$ cat config.mk
export PLATFORM = sky130hd
export DESIGN_NAME = rsp_s2_prep_ahbslv_regs
export DESIGN_NICKNAME = d
export VERILOG_FILES = /design/src/rtl/rsp_s2_prep_ahb_pkg.sv /design/src/rtl/rsp_s2_prep_ahbslv_bytemask.sv /design/src/rtl/rsp_s2_prep_ahbslv_regs.sv
export SDC_FILE = /design/constraint.sdc
export NUM_CORES = 1
export LEC_CHECK = 0
export ABC_AREA = 1
export BUFFER_PORTS_ARGS = -buffer_cell sky130_fd_sc_hd__buf_2
export CAP_MARGIN = 10
export CORE_AREA = 2 2 243 245
export DETAILED_ROUTE_END_ITERATION = 7
export DIE_AREA = 0 0 245 247
export PLACE_DENSITY = 0.63
export SKIP_CTS_REPAIR_TIMING = 1
export SLEW_MARGIN = 5
export SYNTH_ARGS = -nofsm -noshare
export SYNTH_HDL_FRONTEND = slang
export SYNTH_HIERARCHICAL = 1
export SYNTH_SLANG_ARGS = --single-unit
$ cat constraint.sdc
create_clock -name HCLK -period 5.3 [get_ports HCLK]
set_input_delay 1.59 -clock HCLK [delete_from_list [all_inputs] [get_ports HCLK]]
set_output_delay 1.59 -clock HCLK [all_outputs]
set_load 0.03 [all_outputs]
$ cat src/rtl/rsp_s2_prep_ahb_pkg.sv
// Shared definitions for the AHB register slave: FSM states, response and size codes.
package rsp_s2_prep_ahb_pkg;

  typedef enum logic [1:0] {
    ST_IDLE = 2'd0,
    ST_WAIT = 2'd1,
    ST_ERR1 = 2'd2,
    ST_ERR2 = 2'd3
  } state_t;

  localparam logic RESP_OKAY  = 1'b0;
  localparam logic RESP_ERROR = 1'b1;

  localparam logic [2:0] SIZE_BYTE = 3'b000;
  localparam logic [2:0] SIZE_HALF = 3'b001;
  localparam logic [2:0] SIZE_WORD = 3'b010;

  localparam int IDX_W = 6;

  // True when the access does not sit on its natural size boundary.
  function automatic logic is_misaligned(input logic [2:0] size, input logic [1:0] lsb);
    return ((size == SIZE_HALF) && lsb[0]) || ((size == SIZE_WORD) && (lsb != 2'b00));
  endfunction

endpackage

$ cat src/rtl/rsp_s2_prep_ahbslv_bytemask.sv
// Maps transfer size and address[1:0] to little-endian byte enables.
module rsp_s2_prep_ahbslv_bytemask
  import rsp_s2_prep_ahb_pkg::*;
(
  input  logic [2:0] size,
  input  logic [1:0] addr_lsb,
  output logic [3:0] byte_en
);

  // Byte selects one lane, halfword selects the lower or upper pair, word selects all.
  always_comb begin
    case (size)
      SIZE_BYTE: byte_en = 4'b0001 << addr_lsb;
      SIZE_HALF: byte_en = addr_lsb[1] ? 4'b1100 : 4'b0011;
      default:   byte_en = 4'b1111;
    endcase
  end

endmodule

$ cat src/rtl/rsp_s2_prep_ahbslv_regs.sv
// AHB-Lite register slave: NUM_RW config registers, NUM_RO status registers,
// optional wait states and a two-cycle ERROR response.
//
// state   | meaning
// IDLE    | ready; completes a pending OKAY transfer, accepts a new address phase
// WAIT    | data-phase wait cycles, counter counts down to 0
// ERR1    | first ERROR cycle, HREADYOUTM low
// ERR2    | second ERROR cycle, HREADYOUTM high, may accept a new address phase
module rsp_s2_prep_ahbslv_regs
  import rsp_s2_prep_ahb_pkg::*;
#(
  parameter int WAIT_STATES = 0,
  parameter int NUM_RW      = 12,
  parameter int NUM_RO      = 4
) (
  input  logic                 HCLK,
  input  logic                 HRESET,
  input  logic                 HSELM,
  input  logic [31:0]          HADDRM,
  input  logic [1:0]           HTRANSM,
  input  logic                 HWRITEM,
  input  logic [2:0]           HSIZEM,
  input  logic [31:0]          HWDATAM,
  input  logic                 HREADYMUXM,
  output logic                 HREADYOUTM,
  output logic                 HRESPM,
  output logic [31:0]          HRDATAM,
  input  logic [NUM_RO*32-1:0] status_in,
  output logic [NUM_RW*32-1:0] cfg_out,
  output logic [NUM_RW-1:0]    cfg_wr_pulse
);

  localparam int NUM_REGS = NUM_RW + NUM_RO;
  localparam logic [1:0] WAIT_LOAD = 2'((WAIT_STATES > 0) ? WAIT_STATES - 1 : 0);

  state_t           state;
  logic [1:0]       wait_cnt;
  logic             pend;
  logic [IDX_W-1:0] idx_q;
  logic [1:0]       lsb_q;
  logic [2:0]       size_q;
  logic             wr_q;
  logic             accept;
  logic             acc_err;
  logic             wr_fire;
  logic [3:0]       byte_en;
  logic [31:0]      rd_word;
  logic [31:0]      regs [NUM_RW];
  logic             unused_bus_bits;

  assign unused_bus_bits = ^{HADDRM[31:8], HTRANSM[0]};

  // A new address phase is only taken while the slave is presenting HREADYOUTM high.
  assign accept = HSELM & HTRANSM[1] & HREADYMUXM & ((state == ST_IDLE) | (state == ST_ERR2));

  // Error classification of the address phase being accepted.
  always_comb begin
    acc_err = 1'b0;
    if (32'(HADDRM[7:2]) >= NUM_REGS)              acc_err = 1'b1;
    if (HSIZEM > SIZE_WORD)                        acc_err = 1'b1;
    if (is_misaligned(HSIZEM, HADDRM[1:0]))        acc_err = 1'b1;
    if (HWRITEM && (32'(HADDRM[7:2]) >= NUM_RW))   acc_err = 1'b1;
  end

  // Transfer FSM with registered ready/response; pend marks the completion cycle.
  always_ff @(posedge HCLK) begin
    if (HRESET) begin
      state      <= ST_IDLE;
      wait_cnt   <= '0;
      pend       <= 1'b0;
      HREADYOUTM <= 1'b1;
      HRESPM     <= RESP_OKAY;
      idx_q      <= '0;
      lsb_q      <= '0;
      size_q     <= SIZE_BYTE;
      wr_q       <= 1'b0;
    end else begin
      pend <= 1'b0;
      case (state)
        ST_WAIT: begin
          if (wait_cnt == 2'd0) begin
            state      <= ST_IDLE;
            pend       <= 1'b1;
            HREADYOUTM <= 1'b1;
          end else begin
            wait_cnt <= wait_cnt - 2'd1;
          end
        end
        ST_ERR1: begin
          state      <= ST_ERR2;
          HREADYOUTM <= 1'b1;
          HRESPM     <= RESP_ERROR;
        end
        default: begin
          state      <= ST_IDLE;
          HREADYOUTM <= 1'b1;
          HRESPM     <= RESP_OKAY;
          if (accept) begin
            idx_q  <= HADDRM[7:2];
            lsb_q  <= HADDRM[1:0];
            size_q <= HSIZEM;
            wr_q   <= HWRITEM;
            if (acc_err) begin
              state      <= ST_ERR1;
              HREADYOUTM <= 1'b0;
              HRESPM     <= RESP_ERROR;
            end else if (WAIT_STATES > 0) begin
              state      <= ST_WAIT;
              wait_cnt   <= WAIT_LOAD;
              HREADYOUTM <= 1'b0;
            end else begin
              pend <= 1'b1;
            end
          end
        end
      endcase
    end
  end

  assign wr_fire = pend & wr_q;

  rsp_s2_prep_ahbslv_bytemask u_bytemask (
    .size     (size_q),
    .addr_lsb (lsb_q),
    .byte_en  (byte_en)
  );

  // Byte-lane merge of write data into the addressed RW register at completion.
  always_ff @(posedge HCLK) begin
    if (HRESET) begin
      for (int i = 0; i < NUM_RW; i++) regs[i] <= '0;
    end else if (wr_fire) begin
      for (int i = 0; i < NUM_RW; i++) begin
        if (idx_q == IDX_W'(i)) begin
          for (int b = 0; b < 4; b++) begin
            if (byte_en[b]) regs[i][b*8 +: 8] <= HWDATAM[b*8 +: 8];
          end
        end
      end
    end
  end

  // Write strobe is visible during the completion cycle itself.
  always_comb begin
    cfg_wr_pulse = '0;
    for (int i = 0; i < NUM_RW; i++) begin
      if (wr_fire && (idx_q == IDX_W'(i))) cfg_wr_pulse[i] = 1'b1;
    end
  end

  // Read mux reads live register state so a write just completed is seen by a back-to-back read.
  always_comb begin
    rd_word = '0;
    for (int i = 0; i < NUM_RW; i++) begin
      if (idx_q == IDX_W'(i)) rd_word = regs[i];
    end
    for (int k = 0; k < NUM_RO; k++) begin
      if (idx_q == IDX_W'(NUM_RW + k)) rd_word = status_in[k*32 +: 32];
    end
  end

  assign HRDATAM = (pend && !wr_q) ? rd_word : '0;

  // Flatten RW registers onto the configuration bus.
  always_comb begin
    for (int i = 0; i < NUM_RW; i++) cfg_out[i*32 +: 32] = regs[i];
  end

endmodule

==> results of run 1 <==
[kinds of logic (layout without fill, tap and decap cells)]
family / after synthesis / after routing / share of synthesized area (%)
AO/OA/AOI/OAI: 178 / 178 / 4.68
adder cells (fa/ha/maj): 3 / 3 / 0.195
buffers and inverters: 347 / 970 / 6.90
flip-flops: 403 / 403 / 61.8
other: 0 / 14 / 0
AND/OR/NAND/NOR: 1195 / 1195 / 26.5
[layout make-up]
cell class | instances | share of cell area (%)
diodes | 14 | 0.142
clock buffers | 51 | 4.57
clock inverters | 27 | 0.857
inverters | 232 | 3.54
multi-input cells | 1376 | 24.6
flip-flops and latches | 403 | 48.3
well taps | 773 | 3.92
repair buffers | 660 | 14.1
[routing by layer]
layer | up-vias | wire [microns] | global-route usage [%]
met4 | 2 | 3830 | 13.1
met5 | - | 13 | 0
li1 | 8175 | - | -
met2 | 1023 | 40400 | 44.7
met1 | 8632 | 35400 | 36.2
met3 | 175 | 7560 | 5.65
[report_power, final]
group	internal (mW)	switching, mW
Clock	1.66	1.29
Combinational	0.236	0.810
Sequential	3.61	0.0852
[worst min-delay path, stage by stage (launching register included)]
cell and delay, ns:
dfxtp_1 0.31, inv_1 0.07, a21oi_1 0.06
[placed cells by master, fill, tap and decap left out, types with 13 or more instances in the layout]
cell,n
o21ai_0,89
nand3_1,59
or2_0,22
dfxtp_1,19
buf_2,606
diode_2,14
nor2_1,439
clkbuf_16,44
buf_4,51
clkinv_1,13
nand2_1,490
or2_2,42
nand4_1,111
inv_1,223
a21oi_1,85
edfxtp_1,384
[registers in the layout, summed over array words and instances, names as in the netlist]
signal,cells
HREADYOUTM,1
HRESPM,1
idx_q,6
lsb_q,2
pend,1
regs,384
size_q,3
state,2
wait_cnt,2
wr_q,1
[per-stage QoR]
step | util (%) | std cells | hold WS [ns]
floorplan | - | 2126 | 0.450
global placement | 39.9 | 3438 | 0.470
detailed placement | 39.9 | 3438 | 0.480
CTS | 42.2 | 3516 | 0.489
global route | 42.4 | 3535 | 0.533
finish | 42.4 | 3536 | 0.492
[worst max path at each step]
stage	from	endpoint	slack (ns)
2_1_floorplan	status_in[76]	HRDATAM[12]	1.41
3_3_place_gp	idx_q[2]$_SDFFE_PP0P_	HRDATAM[10]	0.63
3_5_place_dp	idx_q[5]$_SDFFE_PP0P_	HRDATAM[19]	0.66
4_1_cts	idx_q[5]$_SDFFE_PP0P_	HRDATAM[19]	0.02
5_1_grt	idx_q[0]$_SDFFE_PP0P_	HRDATAM[0]	0.03
6_report	idx_q[3]$_SDFFE_PP0P_	HRDATAM[4]	0.19
==> impl_metrics.tcl, run 1 <==
set metrics [dict create \
    yosys-top-cells-count "nand2_1 (490), nor2_1 (447), edfxtp_1 (384)" \
    drc 0 \
    max_freq_mhz 196 \
    finClkSkew_ns 0.0158 \
    core-area_sq_um 58200 \
    crit_arrival_ns 3.52 \
    crit_type "register to output port" \
    worstSetupStartpointType "register" \
    num_vias 18007 \
    cts_buffer_depth 3 \
    endpoint_kind "output port" \
    overflow 0 \
    period_needed_ns 5.11 \
    grt_max_degree 82 \
    wirelength_microns 87100 \
    dpl.hpwl_microns 68700 \
    hold_class "register to register" \
    grt_pass1_wl_microns 120000 \
    first_global_vias 16774 \
    layout.nets 2922 \
    multi_input_area_sq_um 6080 \
    tightest_slew_ns 1.10 \
    synth_edf_count 384 \
    total_power_mw 7.69 \
    die_h_microns 247 \
    synthFlopType "edfxtp_1" \
    yosysMostFrequentCell "nand2_1" \
    p_leak_nw 11.1 \
    final.period_utilization_pct 96.5 \
    cp_cell_sequence "nor2_4 > buf_4 > nand3_2 > buf_4 > nor2_1 > nor2_1 > nand4_1 > nand2_1 > nand4_1 > nand2_1 > nand4_1 > nor2_1 > nor2_1 > buf_2" \
    cp_max_fo 23 \
    cts-root-buf "clkbuf_16" \
    die_area_sq_um 60500 \
    dp_slack_ns 0.660 \
    slew_viol_final 0 \
    yosysTopAreaCell "edfxtp_1" \
    synth_top_area_share_pct 59.8 \
    worst_slack_ns 0.187 \
    fillers 5858 \
    worstPathRequired_ns 3.71 \
    rr_worst_depth 8 \
    hold_violations 0 \
    synth-seq-area-share_pct 61.8 \
    drt_iter0_drc 1589 \
    final_area_sq_um 24700 \
    final.setup.tns_ns 0 \
    syn_avg_cell_area_sq_um 9.07 \
    async_flop_share_pct 0 \
    seq_area_sq_um 11900 \
    whs_path_depth 2 \
    outcome "complete, no violations" \
    slowest_delay_ns 0.46 \
    cts.sinks 403 \
    cp_top_family "simple AND/OR/NAND/NOR gates" \
    power.density_nw_per_um2 312 \
    ys_ff_latch 403 \
    placed_area_sq_um 23200 \
    insertion_delay_ns 0.58 \
    drive_above_1_share_pct 29.0 \
    synth_area_sq_um 19300 \
    clkTransAtPathRegs_ns 0.06 \
    syn_inst 2126 \
    crit_top_cell "nor2_1" \
    reg2reg_from "idx_q[5]$_SDFFE_PP0P_" \
    track_usage_pct 27.8 \
    gp_congestion 0.990 \
    wire_per_inst_microns 24.6 \
    syn-num-nets 2331 \
    cts_tree "done" \
    rr_endpoint "regs[1][114]$_SDFFCE_PN0P_" \
    cp_num_cells 14 \
    maxCapViolCount 0 \
    ir_worst_vdd_v 0.000260 \
    rrSetupSlack_ns 1.83 \
    worstHoldStart "state[0]$_SDFFE_PP0N_" \
    drt-pass1-iter-count 5 \
    start_util_pct 33.1 \
    slowest_stage "dfxtp_1" \
    synthTopCellsByArea "edfxtp_1 (60%), nand2_1 (9.5%), nor2_1 (8.7%)" \
    htreeDepth 2 \
    avgViaCountPerCell 5.09 \
    max_slew_margin_pct 26.8 \
    critPathBufInv 3 \
    yosysWarnings 6 \
    cts_buffers 44 \
    postRouteAntennaNets 0 \
    num_rows 89 \
    boundaryPins 632 \
    io_buffers 606 \
    area_growth_pct 28.0 \
    rsz0062_at_grt "false" \
    die-width_microns 245 \
    synth_cell_type_count 28 \
    antenna_found_initial 18 \
    setup_violations 0 \
    hold_path_end "state[0]$_SDFFE_PP0N_" \
]
(Power assumes the default switching activity.)
==> run 2, diff against run 1 <==
--- a/config.mk
+++ b/config.mk
@@ -8,10 +8,10 @@
 export ABC_AREA = 1
 export BUFFER_PORTS_ARGS = -buffer_cell sky130_fd_sc_hd__buf_2
 export CAP_MARGIN = 10
-export CORE_AREA = 2 2 243 245
+export CORE_AREA = 2 2 248 250
 export DETAILED_ROUTE_END_ITERATION = 7
-export DIE_AREA = 0 0 245 247
-export PLACE_DENSITY = 0.63
+export DIE_AREA = 0 0 250 252
+export PLACE_DENSITY = 0.61
 export SKIP_CTS_REPAIR_TIMING = 1
 export SLEW_MARGIN = 5
 export SYNTH_ARGS = -nofsm -noshare
==> impl_metrics.tcl, run 2 (synthesis results as in run 1) <==
set metrics [dict create \
    die_area_sq_um 63000 \
    drc 0 \
    largest_register_ffs 384 \
    ir_worst_vdd_v 0.000242 \
    wire_per_inst_microns 24.3 \
    maxCapViolCount 0 \
    dpl.hpwl_microns 68400 \
    crit_arrival_ns 3.48 \
    gp_congestion 0.934 \
    max_slew_margin_pct 38.5 \
    drt-pass1-iter-count 5 \
    overflow 0 \
    first_global_vias 16620 \
    num_vias 17747 \
    die-width_microns 250 \
    cts.sinks 403 \
    cts_tree "done" \
    largest-register "regs" \
    final.setup.tns_ns 0 \
    clkTransAtPathRegs_ns 0.06 \
    whs_path_depth 2 \
    slowest_delay_ns 0.37 \
    num_rows 90 \
    cp_cell_sequence "nor2_4 > nand2_2 > nor2_4 > buf_4 > nand2_1 > nand2_1 > nor2_1 > nand4_1 > nand2_1 > nand3_1 > nand2_1 > nand3_1 > nand2_1 > nand3_1 > nand2_1 > inv_1 > buf_2" \
    max_freq_mhz 197 \
    layout.nets 2927 \
    track_usage_pct 26.3 \
    hold_violations 0 \
    final.period_utilization_pct 95.7 \
    endpoint_kind "output port" \
    cp_max_fo 9 \
    grt_pass1_wl_microns 119000 \
    htreeDepth 2 \
    slew_viol_final 0 \
    die_h_microns 252 \
    final_cell_mix "buf_2 (606), nand2_1 (490), nor2_1 (439)" \
    hold_class "register to register" \
    final_area_sq_um 24800 \
    boundaryPins 632 \
    finClkSkew_ns 0.0157 \
    rsz0062_at_grt "false" \
    setup_violations 0 \
    fillers 6159 \
    start_util_pct 32.1 \
    cts_buffer_depth 3 \
    period_needed_ns 5.07 \
    area_growth_pct 28.6 \
    reg_top3 "regs x384, idx_q x6, size_q x3" \
    tightest_slew_ns 0.923 \
    rr_worst_depth 8 \
    wirelength_microns 86300 \
    power.density_nw_per_um2 313 \
    avgViaCountPerCell 5.00 \
    core-area_sq_um 60100 \
    worstPathRequired_ns 3.71 \
    antenna_found_initial 14 \
    worstSetupStartpointType "register" \
    slowest_stage "nor2_4" \
    cts_buffers 45 \
    drive_above_1_share_pct 29.5 \
    p_leak_nw 11.1 \
    outcome "complete, no violations" \
    postRouteAntennaNets 0 \
    insertion_delay_ns 0.58 \
    crit_type "register to output port" \
    io_buffers 606 \
    total_power_mw 7.76 \
    drt_iter0_drc 1538 \
    mostFrequentLayoutCell "buf_2" \
    postLayoutCoreUtil_pct 41.3 \
    grt_max_degree 57 \
    crit_top_cell "nand2_1" \
    placed_area_sq_um 23400 \
    cts-root-buf "clkbuf_16" \
]
==> run 2: per-layer routing <==
layer | share of wire [%] | GRT usage, %
met1 | 41 | 34.2
met2 | 46 | 41.5
met3 | 8.8 | 6.66
met4 | 4.5 | 12.1
met5 | 0 | 0
==> run 2: final timing paths <==
path	from	to	slack (ns)
setup / recovery	idx_q[5]$_SDFFE_PP0P_	HRDATAM[11]	0.23
hold / removal	state[0]$_SDFFE_PP0N_	state[0]$_SDFFE_PP0N_	0.49
setup reg to reg	idx_q[5]$_SDFFE_PP0P_	regs[1][112]$_SDFFCE_PN0P_	1.68
hold reg to reg	state[0]$_SDFFE_PP0N_	state[0]$_SDFFE_PP0N_	0.49
==> run 2: metrics by stage <==
| step | std cells | setup WS [ns] | hold WS (ns) |
|---|---|---|---|
| 6_report | 3547 | 0.227 | 0.487 |
| 5_1_grt | 3547 | 0.0274 | 0.529 |
| 4_1_cts | 3533 | -0.0203 | 0.489 |
| 3_5_place_dp | 3453 | 0.598 | 0.480 |
| 3_3_place_gp | 3453 | 0.602 | 0.472 |
| 2_1_floorplan | 2126 | 1.41 | 0.450 |
==> run 2: critical path: cells and delay by family, from the launching register on <==
family        cells  cell delay (ns)
flops             1             0.33
simple gates     14             2.09
buf+inv           3             0.48
==> run 2: report_power, final <==
part	internal [mW]	leakage [nW]	switching (mW)
Clock	1.66	0.683	1.34
Combinational	0.246	6.37	0.818
Sequential	3.61	4.10	0.0826
Total	5.52	11.1	2.24
==> run 2: cell type report <==
cell class / count / area [sq um] / area share, %
clock buffer: 49 / 1180 / 4.77
timing repair buffer: 663 / 3540 / 14.3
multi-input combinational: 1377 / 6100 / 24.6
clock inverter: 31 / 195 / 0.787
antenna: 10 / 25.0 / 0.101
sequential: 403 / 11900 / 48.0
tap: 782 / 978 / 3.94
inverter: 232 / 872 / 3.52
